### src/rtl/fetch_pc_unit_pkg.sv
// Shared types and constants for the fetch-side PC controller.
package pc_pkg;

  typedef enum logic [1:0] {
    BOOT = 2'd0,
    RUN  = 2'd1,
    WAIT = 2'd2
  } state_t;

  localparam int ADDR_W = 32;
  localparam int IMM_W  = 16;
  localparam int JIDX_W = 26;

  localparam logic [ADDR_W-1:0] EXC_VECTOR       = 32'h0000_4180;
  localparam logic [ADDR_W-1:0] DEFAULT_RESET_PC = 32'h0000_3000;
  localparam logic [ADDR_W-1:0] INSN_BYTES       = 32'd4;

endpackage

### src/rtl/fetch_pc_unit_npc_target.sv
// Redirect target computation for branch/jump/jr with priority jr > jump > branch.
module npc_target
  import pc_pkg::*;
(
  input  logic              branch,
  input  logic [IMM_W-1:0]  br_imm16,
  input  logic [ADDR_W-1:0] id_pc,
  input  logic              jump,
  input  logic [JIDX_W-1:0] j_index,
  input  logic              jr,
  input  logic [ADDR_W-1:0] jr_target,
  output logic [ADDR_W-1:0] target
);

  logic [ADDR_W-1:0]        seq_pc;
  logic signed [ADDR_W-1:0] br_off;
  logic                     any_redir;

  always_comb begin
    any_redir = branch | jump | jr;
    seq_pc    = id_pc + INSN_BYTES;
    br_off    = {{14{br_imm16[IMM_W-1]}}, br_imm16, 2'b00};
    // branch is the fallback when nothing higher-priority is asserted
    target    = seq_pc + $unsigned(br_off);
    if (jr) begin
      target = jr_target & ~32'h0000_0003;
    end else if (jump) begin
      target = {seq_pc[31:28], j_index, 2'b00};
    end else if (!any_redir) begin
      target = seq_pc;
    end
  end

endmodule

### src/rtl/fetch_pc_unit.sv
// Fetch PC controller with one-slot branch delay handling and imem ready handshake.
// Optional exception redirect enabled by defining PC_EXC_EN.
module fetch_pc_unit
  import pc_pkg::*;
#(
  parameter logic [31:0] RESET_PC = DEFAULT_RESET_PC
) (
  input  logic        clk,
  input  logic        reset,
  input  logic        stall,
  input  logic        branch,
  input  logic [15:0] br_imm16,
  input  logic [31:0] id_pc,
  input  logic        jump,
  input  logic [25:0] j_index,
  input  logic        jr,
  input  logic [31:0] jr_target,
  input  logic        imem_ready,
`ifdef PC_EXC_EN
  input  logic        exc_req,
`endif
  output logic        imem_req,
  output logic [31:0] imem_addr,
  output logic        if_valid,
  output logic [31:0] if_pc,
  output logic        redirect_pending
);

  state_t      state, state_nxt;
  logic [31:0] pc;
  logic [31:0] pend_tgt;
  logic [31:0] target;
  logic        accept;
  logic        redir;

  npc_target u_npc_target (
    .branch    (branch),
    .br_imm16  (br_imm16),
    .id_pc     (id_pc),
    .jump      (jump),
    .j_index   (j_index),
    .jr        (jr),
    .jr_target (jr_target),
    .target    (target)
  );

  assign accept    = (state != BOOT) && imem_ready && !stall;
  assign redir     = (branch | jump | jr) && !stall;
  assign imem_req  = (state != BOOT);
  assign imem_addr = pc;

  always_ff @(posedge clk or posedge reset) begin
    if (reset) begin
      state <= BOOT;
    end else begin
      state <= state_nxt;
    end
  end

  always_comb begin
    state_nxt = state;
    case (state)
      BOOT:    state_nxt = RUN;
      RUN:     if (!imem_ready) state_nxt = WAIT;
      WAIT:    if (imem_ready) state_nxt = RUN;
      default: state_nxt = BOOT;
    endcase
`ifdef PC_EXC_EN
    if (exc_req) state_nxt = RUN;
`endif
  end

  // pc only moves on an accepted fetch, so the address is stable across WAIT
  always_ff @(posedge clk or posedge reset) begin
    if (reset) begin
      pc               <= RESET_PC;
      if_valid         <= 1'b0;
      if_pc            <= '0;
      redirect_pending <= 1'b0;
      pend_tgt         <= '0;
    end
`ifdef PC_EXC_EN
    else if (exc_req) begin
      pc               <= EXC_VECTOR;
      redirect_pending <= 1'b0;
      if_valid         <= 1'b0;
    end
`endif
    else begin
      if_valid <= accept;
      if (accept) begin
        if_pc <= pc;
        if (redirect_pending) begin
          pc               <= pend_tgt;
          redirect_pending <= 1'b0;
        end else if (redir) begin
          pc <= target;
        end else begin
          pc <= pc + INSN_BYTES;
        end
      end else if (redir && !redirect_pending) begin
        // the delay-slot fetch has not gone out yet; hold the target until it does
        pend_tgt         <= target;
        redirect_pending <= 1'b1;
      end
    end
  end

endmodule

### config.mk
export PLATFORM = sky130hd
export DESIGN_NAME = fetch_pc_unit
export DESIGN_NICKNAME = d
export VERILOG_FILES = /design/src/rtl/fetch_pc_unit_pkg.sv /design/src/rtl/fetch_pc_unit_npc_target.sv /design/src/rtl/fetch_pc_unit.sv
export SDC_FILE = /design/constraint.sdc
export NUM_CORES = 1
export LEC_CHECK = 0
export BUFFER_PORTS_ARGS = -buffer_cell sky130_fd_sc_hd__buf_2
export CORE_UTILIZATION = 55
export CTS_CLUSTER_DIAMETER = 30
export DETAILED_ROUTE_END_ITERATION = 8
export GPL_TIMING_DRIVEN = 1
export PLACE_DENSITY = 0.81
export SYNTH_ARGS = -nofsm -noshare
export SYNTH_HDL_FRONTEND = slang
export SYNTH_SLANG_ARGS = --single-unit
### constraint.sdc
create_clock -name clk -period 4.7 [get_ports clk]
set_input_delay 1.41 -clock clk [delete_from_list [all_inputs] [get_ports clk]]
set_output_delay 1.41 -clock clk [all_outputs]
set_load 0.02 [all_outputs]
Word level (Yosys, flattened, before mapping). Cells that the tools add are included.

Equality and inequality tests: 4. Reduce and logical (&&, ||, !) cells: 11. $add $sub $neg: 3. Mux-type cells: 10. Bitwise logic cells: 3.

Operator list (count): 32-bit 2-to-1 mux (5); 32-bit by 3-bit adder with 32-bit output (second input constant) (2); 32-bit adder (1); 2-bit case mux with 3 select lines (1); 1-bit logical AND (4); 2-bit 2-to-1 mux (2); 2-bit != test (second input constant) (2); 2-bit AND reduction (2); 2-bit nonzero test (2); 2-bit by 1-bit equality test with 1-bit output (second input constant) (1); 2-bit equality test (second input constant) (1); 1-bit zero test (2); 2-bit zero test (1); 1-bit 2-to-1 mux (2); 1-bit OR (2); 1-bit inverter (1).

Logic and storage cells: 37. Input bits: 113. Output and inout port bits: 67. Register bits: 100.

Logic depth before layout (Yosys ltp).
Depth in word-level cells: 7. Mapped depth: 16. Mapped depth without buffers: 16.

Hierarchy. Synthesis repeated with hierarchy kept, for this count alone.

Cells, all modules: 958. Area total of the unflattened synthesis: 7987.7 um^2.

Modules (own cells, without submodules): fetch_pc_unit (cells each 477, instances 1, seq. area each 2504.9 um^2, area each 4782.1 um^2); npc_target (cells each 481, instances 1, seq. area each 0.0 um^2, area each 3205.6 um^2).

Least setup slack after synthesis. No wires, ideal clock.

Path kind: input -> register. Start point: input id_pc[11]. End point: register pend_tgt[27]. Slack: 0.399 ns. Data arrival time: 4.174 ns. Path buffers: 1. Stages on the path: 15. Data required time: 4.572 ns. Setup time: 0.128 ns. Cells stage by stage: and4_1 -> and3_2 -> nand2_2 -> or3_4 -> xnor2_2 -> ha_1 -> clkbuf_1 -> a21oi_1 -> o21ai_0 -> nor2_1 -> a21oi_1 -> nand2_1 -> xor2_1 -> o2bb2ai_1 -> mux2_1.

Word-level cells in the longest chain between the ends: 5.

Ends and longest elaborated chain: start, declared (line fetch_pc_unit.sv:13) `input logic [31:0] id_pc,`; 32-bit by 3-bit adder with 32-bit output * (line fetch_pc_unit_npc_target.sv:21) `seq_pc = id_pc + INSN_BYTES;`; 32-bit adder (line fetch_pc_unit_npc_target.sv:24) `target = seq_pc + $unsigned(br_off);`; 32-bit 2-to-1 mux * (line fetch_pc_unit_npc_target.sv:29) `end else if (!any_redir) begin`; 32-bit 2-to-1 mux * (line fetch_pc_unit_npc_target.sv:27) `end else if (jump) begin`; 32-bit 2-to-1 mux * (line fetch_pc_unit_npc_target.sv:25) `if (jr) begin`; end signal, assigned (line fetch_pc_unit.sv:103) `pend_tgt <= target;`; end, declared (line fetch_pc_unit.sv:31) `logic [31:0] pend_tgt;`.

Every way passes the cells marked *; elsewhere a longest branch is shown, timed or not. A chain may end at the register's enable or synchronous reset.

Worst setup path after layout.
Start point: input id_pc[7]. End point: register pc[29] (netlist: imem_addr[29]).

Word-level cells in the longest chain between the ends: 7.

Ends and longest elaborated chain: 32-bit by 3-bit adder with 32-bit output * (line fetch_pc_unit_npc_target.sv:21); 32-bit adder (line fetch_pc_unit_npc_target.sv:24); 32-bit 2-to-1 mux (line fetch_pc_unit_npc_target.sv:29); 32-bit 2-to-1 mux * (line fetch_pc_unit_npc_target.sv:27); 32-bit 2-to-1 mux * (line fetch_pc_unit_npc_target.sv:25); 32-bit 2-to-1 mux * (line fetch_pc_unit.sv:96) `end else if (redir) begin`; 32-bit 2-to-1 mux * (line fetch_pc_unit.sv:93) `if (redirect_pending) begin`; end signal, assigned (line fetch_pc_unit.sv:94) `pc <= pend_tgt;`; end signal, assigned (line fetch_pc_unit.sv:97) `pc <= target;`; end signal, assigned (line fetch_pc_unit.sv:99) `pc <= pc + INSN_BYTES;`; end, declared (line fetch_pc_unit.sv:30) `logic [31:0] pc;`.

Marks and branches as above.

==> results.py <==
metrics = {
    "run_status": {
        "status": "finished clean",
    },
    "finish": {
        "regArea_sq_um": 2500,
        "area_growth_pct": 20.4,
        "multi_input_area_sq_um": 5320,
        "final_cell_area_sq_um": 9780,
        "final_cell_count_no_fill": 1413,
        "fillerInstances": 1292,
        "antenna_cells": 0,
        "final_util_pct": 67.6,
        "drive_gt1_share_pct": 23.6,
        "nets": 1376,
    },
    "synthesis": {
        "ys.flop_type": "dfrtp_1",
        "synth.yosys.warnings": 0,
        "synthCells": 1037,
        "yosys.area.top_type_share_pct": 30.2,
        "synth_edf_count": 0,
        "synth.area.top_cells": "dfrtp_1 (30%), nand2_1 (9.5%), ha_1 (5.8%), o21ai_0 (4.2%), a21oi_1 (4.2%)",
        "async_reset_ff_share_pct": 100,
        "synth_nets": 1189,
        "synth_largest_area_cell": "dfrtp_1",
        "seq_area_frac_synth_pct": 30.8,
        "synth_commonest_cells": "nand2_1 (206), dfrtp_1 (98), nor2_1 (79), o21ai_0 (69), a21oi_1 (68)",
        "synth_seq_cells": 100,
        "synth_most_common_cell": "nand2_1",
        "syn_area_sq_um": 8130,
        "synth_area_per_cell_sq_um": 7.84,
        "synth_cell_type_count": 90,
    },
    "place": {
        "place_inst": 1397,
        "io_buffers": 177,
        "place_congestion": 0.933,
        "hpwl_microns": 18900,
        "dpl-instance-area_sq_um": 9440,
    },
    "setup_path": {
        "cp_max_fo": 4,
        "cp.required_ns": 4.95,
        "timing.critical_path.from_type": "input pin",
        "r2r_setup_slack_ns": 2.09,
        "cpMostUsedCell": "nand4_1",
        "cp_top_family": "simple AND/OR/NAND/NOR gates",
        "crit_chain": "buf_2, and4_1, nand4_1, or2_1, nor3_2, xor2_1, ha_1, a21oi_1, o21ai_0, nor2_1, nand4_1, nand4_1, mux2i_1, nor2_1, o32ai_1",
        "crit_path_max_incr_delay_ns": 0.32,
        "crit_path_end_kind": "flop",
        "worst-path-buf-inv": 1,
        "path_class": "input pin to flop",
        "worstPathArrival_ns": 4.62,
        "crit_slowest_cell": "ha_1",
    },
    "timing": {
        "setup_viol": 0,
        "setup_tns_ns": 0,
        "worstMarginPinSlew_ns": 1.03,
        "finalClockSkew_ns": 0.00465,
        "hold_viol_final": 0,
        "slew_viol_final": 0,
        "post-route-min-period_ns": 4.38,
        "slew-limit-headroom_pct": 31.3,
        "fmax_mhz": 229,
        "timing.final.crit_share_pct": 93.1,
        "rsz0062_at_grt": "no",
    },
    "global_route": {
        "grt_pass1_vias": 7794,
        "grt.total_usage_pct": 33.4,
        "grt_pass1_wl_microns": 39100,
        "grt_overflow_total": 0,
        "antenna_found_initial": 0,
        "grt_start_max_net_pins": 86,
    },
    "detailed_routing": {
        "drc_errors": 0,
        "wl_met2_microns": 11300,
        "drtIter0Drc": 789,
        "met3_length_microns": 2050,
        "ant_nets": 0,
        "drt-met1-wl_microns": 11100,
        "routedWlPerCell_microns": 17.7,
        "highest_layer": "met4",
        "drt-total-wl_microns": 25000,
        "dr.pass1.iters": 5,
        "viasPerCell": 6.19,
        "vias": 8748,
    },
    "clock_network": {
        "cts_root_buf": "clkbuf_16",
        "cts_tree": "built",
        "cts_max_level": 3,
        "cts_resized": 0,
        "post_cts_buffers": 0,
        "cts_buffer_depth": 2,
        "cts_hold_buf": 0,
        "cts.sinks": 100,
        "cts.reportedPaths.clkPinSlew_ns": 0.07,
        "insertion_delay_ns": 0.34,
        "numCtsBuffers": 9,
    },
    "die": {
        "coreArea_sq_um": 14500,
        "die_area_sq_um": 15300,
        "num_io_pins": 180,
        "die-height_microns": 124,
        "start_util_pct": 56.1,
        "rows": 44,
        "dieWidth_microns": 124,
    },
    "worst_hold_path": {
        "worstHoldPathType": "flop to flop",
    },
    "power_and_ir_drop": {
        "irDropWorstVdd_v": 0.000217,
        "p_per_area_nw_per_um2": 461,
        "p_leak_nw": 4.66,
    },
    "job": {
        "maxCapViolCount": 0,
    },
}
==> stage by stage <==
step           total power [W]  hold slack [ns]  setup slack (ns)
2_1_floorplan          0.00294            0.439             0.399
3_3_place_gp           0.00358            0.452            0.0625
3_5_place_dp           0.00364            0.458          -0.00270
4_1_cts                0.00449            0.474             0.354
5_1_grt                0.00482            0.503             0.172
6_report               0.00451            0.470             0.324
==> worst paths after layout <==
| check | start | endpoint | cells after the start |
|---|---|---|---|
| min in group asynchronous | reset | if_pc[10] | 2 |
| hold reg to reg | if_pc[13] | if_pc[13] | 2 |
| setup reg to reg | imem_addr[2] | imem_addr[30] | 9 |
| hold / removal | if_pc[13] | if_pc[13] | 2 |
| setup / recovery | id_pc[7] | imem_addr[29] | 15 |
| max in group asynchronous | reset | imem_addr[24] | 3 |
==> per-layer routing <==
layer | up-vias | track usage [%]
met3 | 41 | 4.24
met4 | 0 | 11.4
met2 | 420 | 53.6
met5 | - | 0
met1 | 4131 | 46.2
li1 | 4156 | -
==> report_power, final <==
part	internal [W]	switching (W)
Clock	0.000521	0.000320
Combinational	0.000767	0.00124
Sequential	0.00127	0.000388
==> sequential cells by signal, summed over array words and instances, names as in the netlist <==
signal            count
state                 2
redirect_pending      1
imem_addr            32
pend_tgt             32
if_valid              1
if_pc                32
==> final cells by class <==
cell class / count / share of cell area (%)
flip-flops and latches: 100 / 25.6
inverters: 19 / 0.754
clock buffers: 10 / 2.34
repair buffers: 233 / 13.5
clock inverters: 6 / 1.14
well taps: 184 / 2.35
multi-input cells: 861 / 54.3
==> worst reg2reg max path, delay by kind of cell (launching register included) <==
family,cells,cell delay [ns]
AND/OR/NAND/NOR,5,1.23
flip-flops,1,0.50
XOR/XNOR,1,0.09
adder cells (fa/ha/maj),1,0.27
AO/OA/AOI/OAI,2,0.40
==> logic make-up after synthesis <==
group,count (synthesis),synth area share [%]
AOI/OAI and AO/OA,299,24.5
xor gates and xnor gates,56,6.22
adders and majority gates,39,6.10
buffers and inverters,76,3.77
DFF,100,30.8
muxes,16,2.06
and+or+nand+nor,451,26.5
==> cell usage in the layout (no fill, tap or decap), types with 31 or more instances in the layout <==
cell and n:
a21oi_1 68, buf_2 177, buf_4 55, dfrtp_1 98
ha_1 38, nand2_1 206, nand3_1 43, nor2_1 79
o21ai_0 69, xnor2_1 31
Power figures use the tool's default switching activity.
